**src/rtl/seg7_pkg.sv**
```systemverilog
// seg7_pkg: shared constants and the seven-segment decoder for the
// 8-digit scanned display.
//   SEG_BLANK    : active-low pattern with every segment off
//   SEG_DASH     : active-low pattern showing only segment g (non-BCD nibble)
//   NUM_DIGITS   : digits on the display
//   GROUP_DIGITS : digits per leading-zero blanking group
//   seg7_decode  : nibble -> active-low {g,f,e,d,c,b,a}
package seg7_pkg;

  localparam logic [6:0] SEG_BLANK    = 7'h7F;
  localparam logic [6:0] SEG_DASH     = 7'h3F;
  localparam int         NUM_DIGITS   = 8;
  localparam int         GROUP_DIGITS = 4;

  function automatic logic [6:0] seg7_decode(input logic [3:0] nibble);
    logic [6:0] pat;
    case (nibble)
      4'd0:    pat = 7'b1000000;
      4'd1:    pat = 7'b1111001;
      4'd2:    pat = 7'b0100100;
      4'd3:    pat = 7'b0110000;
      4'd4:    pat = 7'b0011001;
      4'd5:    pat = 7'b0010010;
      4'd6:    pat = 7'b0000010;
      4'd7:    pat = 7'b1111000;
      4'd8:    pat = 7'b0000000;
      4'd9:    pat = 7'b0010000;
      default: pat = SEG_DASH;
    endcase
    return pat;
  endfunction

endpackage

```
**src/rtl/lz_mask4.sv**
```systemverilog
// lz_mask4: leading-zero blank mask for one 4-digit BCD group.
//   nibbles : input, 16 bits, digit 3 in [15:12] ... digit 0 in [3:0]
//   blank   : output, 4 bits, bit k = 1 when digit k should be blanked
// A digit is blanked when it and every more-significant digit of the
// group are zero. The least-significant digit always stays visible so a
// zero value still shows "0". Non-BCD nibbles are non-zero here, so a
// dash is never hidden.
module lz_mask4
  import seg7_pkg::*;
(
  input  logic [15:0] nibbles,
  output logic [3:0]  blank
);

  logic all_zero;

  always_comb begin
    blank    = '0;
    all_zero = 1'b1;
    // Walk from the most-significant digit down, carrying "all zero so far".
    for (int k = GROUP_DIGITS - 1; k >= 1; k--) begin
      all_zero = all_zero && (nibbles[4*k +: 4] == 4'd0);
      blank[k] = all_zero;
    end
  end

endmodule

```
**src/rtl/seg7_scan8.sv**
```systemverilog
// seg7_scan8: time-multiplexed driver for a common-anode 8-digit
// seven-segment display fed from a packed 32-bit BCD word.
//   clk        : input, system clock, rising edge
//   rst_n      : input, asynchronous active-low reset
//   bcd        : input, 32 bits, nibble k drives digit k (digit 0 rightmost)
//   en         : input, scan enable; low blanks the display
//   dp_mask    : input, 8 bits, decimal point per digit, 1 = lit
//   an         : output, 8 bits, digit anodes, active low
//   seg        : output, 7 bits, segments {g,f,e,d,c,b,a}, active low
//   dp         : output, decimal point, active low
//   frame_done : output, one-cycle pulse after digit 7 finishes
// Parameters:
//   SCAN_DIV : clk cycles each digit is lit (2..2^20)
//   LZ_BLANK : 1 = blank leading zeros within each 4-digit group
module seg7_scan8
  import seg7_pkg::*;
#(
  parameter int unsigned SCAN_DIV = 50000,
  parameter bit          LZ_BLANK = 1'b1
) (
  input  logic        clk,
  input  logic        rst_n,
  input  logic [31:0] bcd,
  input  logic        en,
  input  logic [7:0]  dp_mask,
  output logic [7:0]  an,
  output logic [6:0]  seg,
  output logic        dp,
  output logic        frame_done
);

  localparam int          DIV_W    = (SCAN_DIV > 2) ? $clog2(SCAN_DIV) : 1;
  localparam logic [DIV_W-1:0] DIV_LAST = DIV_W'(SCAN_DIV - 1);
  localparam logic [2:0]  IDX_LAST = 3'(NUM_DIGITS - 1);

  logic [DIV_W-1:0] div, div_next;
  logic [2:0]       idx, idx_next;
  logic [31:0]      snap, snap_next;
  logic             fd_next;
  logic             tick;

  logic [3:0] blank_hi, blank_lo;
  logic [7:0] blank_all;
  logic [3:0] nib;
  logic [6:0] seg_next;
  logic [7:0] an_next;

  // Divider / digit index / snapshot next-state.
  assign tick = (div == DIV_LAST);

  always_comb begin
    div_next  = div;
    idx_next  = idx;
    snap_next = snap;
    fd_next   = 1'b0;
    if (!en) begin
      // Keep re-sampling while disabled so enabling starts on a fresh value.
      div_next  = '0;
      idx_next  = '0;
      snap_next = bcd;
    end else if (tick) begin
      div_next = '0;
      idx_next = idx + 3'd1;
      if (idx == IDX_LAST) begin
        // Frame boundary: the only point bcd is captured while scanning.
        snap_next = bcd;
        fd_next   = 1'b1;
      end
    end else begin
      div_next = div + DIV_W'(1);
    end
  end

  always_ff @(posedge clk or negedge rst_n) begin
    if (!rst_n) begin
      div  <= '0;
      idx  <= '0;
      snap <= '0;
    end else begin
      div  <= div_next;
      idx  <= idx_next;
      snap <= snap_next;
    end
  end

  // Per-group leading-zero masks computed from the frame snapshot.
  lz_mask4 u_lz_hi (
    .nibbles (snap[31:16]),
    .blank   (blank_hi)
  );

  lz_mask4 u_lz_lo (
    .nibbles (snap[15:0]),
    .blank   (blank_lo)
  );

  assign blank_all = {blank_hi, blank_lo};
  assign nib       = snap[{idx, 2'b00} +: 4];
  assign an_next   = ~(8'd1 << idx);

  always_comb begin
    seg_next = seg7_decode(nib);
    if (LZ_BLANK && blank_all[idx]) begin
      seg_next = SEG_BLANK;
    end
  end

  // Output registers: one cycle behind idx/snap.
  always_ff @(posedge clk or negedge rst_n) begin
    if (!rst_n) begin
      an         <= 8'hFF;
      seg        <= SEG_BLANK;
      dp         <= 1'b1;
      frame_done <= 1'b0;
    end else if (!en) begin
      an         <= 8'hFF;
      seg        <= SEG_BLANK;
      dp         <= 1'b1;
      frame_done <= 1'b0;
    end else begin
      an         <= an_next;
      seg        <= seg_next;
      dp         <= ~dp_mask[idx];
      frame_done <= fd_next;
    end
  end

endmodule

```
**config.mk**
```make
export PLATFORM = sky130hd
export DESIGN_NAME = seg7_scan8
export DESIGN_NICKNAME = d
export VERILOG_FILES = /design/src/rtl/seg7_pkg.sv /design/src/rtl/lz_mask4.sv /design/src/rtl/seg7_scan8.sv
export SDC_FILE = /design/constraint.sdc
export NUM_CORES = 1
export LEC_CHECK = 0
export ABC_AREA = 1
export BUFFER_PORTS_ARGS = -buffer_cell sky130_fd_sc_hd__buf_2
export CAP_MARGIN = 25
export CORE_MARGIN = 3
export CORE_UTILIZATION = 32
export DETAILED_ROUTE_END_ITERATION = 8
export GPL_ROUTABILITY_DRIVEN = 0
export GPL_TIMING_DRIVEN = 0
export PLACE_DENSITY = 0.61
export SLEW_MARGIN = 30
export SYNTH_ARGS = -nofsm -noshare
export SYNTH_HDL_FRONTEND = slang
export SYNTH_SLANG_ARGS = --single-unit
```
**constraint.sdc**
```tcl
create_clock -name clk -period 1.95 [get_ports clk]
set_input_delay 0 -clock clk [delete_from_list [all_inputs] [get_ports clk]]
set_output_delay 0 -clock clk [all_outputs]
set_load 0.05 [all_outputs]
```
==> load_flow_metrics.sql <==
INSERT INTO impl_metrics (metric_group, metric, value, unit) VALUES
('synthesis', 'synth-seq-cells', '68', ''),
('sta', 'rsz_0062_raised_after_global_routing', 'no', ''),
('pwr', 'power.share.clock', '44.1', '%'),
('critical_path', 'critPathMaxStageDelay', '0.47', 'ns'),
('floorplanning', 'floorplan.core_area', '11030', 'sq um'),
('global_routing', 'grt-ovfl-total', '0', ''),
('pwr', 'power.switching', '1.028', 'mW'),
('critical_path', 'worstPathBufferInverterCount', '2', ''),
('layout', 'fin_util', '43.91', '%'),
('critical_path', 'reg2reg_depth', '7', ''),
('global_routing', 'antenna_violations_before_repair', '0', ''),
('critical_path', 'end_kind', 'flop', ''),
('layout', 'final-instance-count-excl-fill', '721', ''),
('synthesis', 'syn-mean-instance-area', '7.791', 'sq um'),
('min_path', 'whs_path_depth', '6', ''),
('route', 'dr.first_iter.drc_count', '189', ''),
('min_path', 'hold_path_class', 'input port to flop', ''),
('sta', 'report.final.slew_viol_count', '0', ''),
('critical_path', 'crit_path_max_fanout', '10', ''),
('critical_path', 'crit_cells', '7', ''),
('floorplanning', 'floorplan.initialDensity', '33.27', '%'),
('global_routing', 'global_route.usage.total', '14.96', '%'),
('sta', 'worst_slew_pin_slew', '0.4515', 'ns'),
('pwr', 'p_sw_share', '26.00', '%'),
('synthesis', 'postSynthNetCount', '527', ''),
('sta', 'slew_headroom', '69.67', '%'),
('layout', 'areaGrowthSynthToFinish', '31.98', '%'),
('synthesis', 'yosysSeqAreaShare', '46.91', '%'),
('sta', 'worst_clock_skew', '0.01019', 'ns'),
('cts', 'cts_tree', 'yes', ''),
('place', 'number_of_placed_cells_counting_well_taps', '670', ''),
('synthesis', 'yosys_warnings', '0', ''),
('sta', 'min_period_over_period', '93.39', '%'),
('pwr', 'power.density_cell_area', '816.4', 'nW/um^2'),
('place', 'place_worst_setup_slack', '-0.008653', 'ns'),
('place', 'port_buffers', '58', ''),
('floorplanning', 'boundaryPins', '60', ''),
('synthesis', 'syn_inst', '471', ''),
('layout', 'final_net_count', '632', ''),
('run', 'drv.max_cap_violation_count', '0', ''),
('cts', 'cts.htree.levels', '3', ''),
('sta', 'final.setup.tns', '0', 'ns'),
('cts', 'clk_root_buffer_cell', 'sky130_fd_sc_hd__clkbuf_16', ''),
('cts', 'clock-sinks', '68', ''),
('sta', 'setup_viol', '0', ''),
('global_routing', 'first_global_vias', '3399', ''),
('synthesis', 'netlist.top_cell.by_area', 'sky130_fd_sc_hd__dfrtp_1', ''),
('critical_path', 'critPathTopFamily', 'flip-flops', ''),
('run_status', 'status', 'finished clean', ''),
('route', 'drt_wl_total', '9015', 'microns'),
('cts', 'cts-root-to-sink-buffers', '2', ''),
('critical_path', 'crit_slowest_cell', 'sky130_fd_sc_hd__dfrtp_2', ''),
('critical_path', 'crit_chain', 'ha_1, ha_1, or2_0, buf_2, buf_2, nand3_1, nand2_1', ''),
('floorplanning', 'row_count', '38', ''),
('layout', 'final_layout_size_suffix_gt1_share', '22.03', '%'),
('route', 'detail_route.drc_violations', '0', ''),
('global_routing', 'grt_start_max_net_pins', '45', ''),
('cts', 'clkLatencyLatePin', '0.33', 'ns'),
('pwr', 'power_total', '3.954', 'mW'),
('synthesis', 'post_synth_main_area_contributors', 'sky130_fd_sc_hd__dfrtp_1 35%, sky130_fd_sc_hd__nand2_1 15%, sky130_fd_sc_hd__dfstp_2 11%', ''),
('route', 'average_via_count_per_standard_cell', '4.631', ''),
('critical_path', 'setup.worst_path.start_class', 'flop', ''),
('layout', 'fillerInstances', '1103', ''),
('layout', 'layout.cells.most_common_list', '148 x sky130_fd_sc_hd__nand2_1, 78 x sky130_fd_sc_hd__nand3_1, 63 x sky130_fd_sc_hd__buf_2', ''),
('sta', 'period_needed', '1.821', 'ns'),
('synthesis', 'netlist.area_leader.share', '35.46', '%'),
('cts', 'cts_inserted_buffers', '9', ''),
('floorplanning', 'die_extent_in_x', '113.1', 'microns'),
('pwr', 'pleak', '2.421', 'nW'),
('critical_path', 'cp.required', '2.17', 'ns'),
('floorplanning', 'chipHeight', '113.1', 'microns');
[worst min-delay path: cells and delay by family]
family | cells | cell delay [ns]
compound gates | 1 | 0.11
buf+inv | 2 | 0.12
simple gates | 3 | 0.14
[final timing paths]
path                             from        to  slack (ns)
max                            idx[0]  snap[13]        0.13
min                        dp_mask[0]        dp        0.05
max reg2reg                    idx[0]  snap[13]        0.13
min reg2reg                    div[0]    div[0]        0.46
max in group asynchronous       rst_n     an[0]        1.25
min in group asynchronous       rst_n  snap[22]        0.12
[flip-flops by register name, indices dropped and copies added (netlist names)]
| register | cells |
|---|---|
| div | 16 |
| idx | 3 |
| an | 8 |
| dp | 1 |
| frame_done | 1 |
| seg | 7 |
| snap | 32 |
[power by group through the flow]
stage	Clock, mW	Sequential [mW]	Combinational, mW
2_1_floorplan	0	1.70	0.290
3_3_place_gp	0	1.63	0.526
3_5_place_dp	0	1.63	0.544
4_1_cts	1.76	1.61	0.600
5_1_grt	1.83	1.62	0.683
6_report	1.74	1.61	0.603
[per-stage QoR]
stage	instance area (sq um)	hold slack [ns]
3_3_place_gp	4135	0.2310
4_1_cts	4821	0.04758
2_1_floorplan	3670	-0.2956
3_5_place_dp	4158	-0.07181
5_1_grt	4843	0.1159
6_report	4843	0.04914
[per-layer routing]
layer	global-route usage (%)	part of all wire (%)	vias to the layer above
met5	0	0	-
met4	6.090	2.1	0
met3	2.941	4.9	13
met2	24.84	46	82
met1	19.16	47	1550
li1	-	-	1694
[kinds of logic after synthesis]
logic type,after synthesis,share of synthesized area [%]
simple gates,300,35.53
flops,68,46.91
buf+inv,66,8.660
compound gates,17,2.796
fa+ha+maj,13,4.432
xor+xnor,7,1.671
[Yosys cell counts]
cell type,instances
sky130_fd_sc_hd__buf_6,5
sky130_fd_sc_hd__inv_1,43
sky130_fd_sc_hd__a31oi_1,1
sky130_fd_sc_hd__nand3b_1,1
sky130_fd_sc_hd__nand3_1,78
sky130_fd_sc_hd__xor2_1,7
sky130_fd_sc_hd__nand3_2,2
sky130_fd_sc_hd__nor3_1,7
sky130_fd_sc_hd__o22ai_1,2
sky130_fd_sc_hd__buf_4,6
sky130_fd_sc_hd__dfstp_2,16
sky130_fd_sc_hd__nand2b_4,1
sky130_fd_sc_hd__inv_2,4
sky130_fd_sc_hd__o21ai_0,8
sky130_fd_sc_hd__dfrtp_1,52
sky130_fd_sc_hd__o21ai_1,1
sky130_fd_sc_hd__nand4_1,2
sky130_fd_sc_hd__nand2_4,2
sky130_fd_sc_hd__o21ai_4,1
sky130_fd_sc_hd__nand2_1,151
sky130_fd_sc_hd__ha_1,13
sky130_fd_sc_hd__nor2_4,1
sky130_fd_sc_hd__or2_0,1
sky130_fd_sc_hd__nor3b_1,2
sky130_fd_sc_hd__nand2_2,3
sky130_fd_sc_hd__o21bai_1,1
sky130_fd_sc_hd__buf_2,8
sky130_fd_sc_hd__a21oi_1,3
sky130_fd_sc_hd__nor2_1,49
[area by class of cell]
type / count / area [sq um] / area share [%]
sequential: 68 / 1723 / 35.57
multi-input combinational: 337 / 1638 / 33.82
tap: 140 / 175.2 / 3.617
inverter: 47 / 181.4 / 3.746
timing repair buffer: 96 / 675.6 / 13.95
clock buffer: 12 / 246.5 / 5.089
clock inverter: 4 / 72.57 / 1.498
buffer: 17 / 131.4 / 2.712
[what timing repair did]
| item | CTS | global route |
|---|---|---|
| hold buffers | 34 | 0 |
| endpoints found under the setup margin | 4 | 7 |
| resized for setup | 2 | 7 |
| pin swaps | 0 | 1 |
| gates cloned | 0 | 0 |
| hold endpoints to repair | 91 | 0 |
| setup buffers | 0 | 3 |
Power figures use the tool's default switching activity.
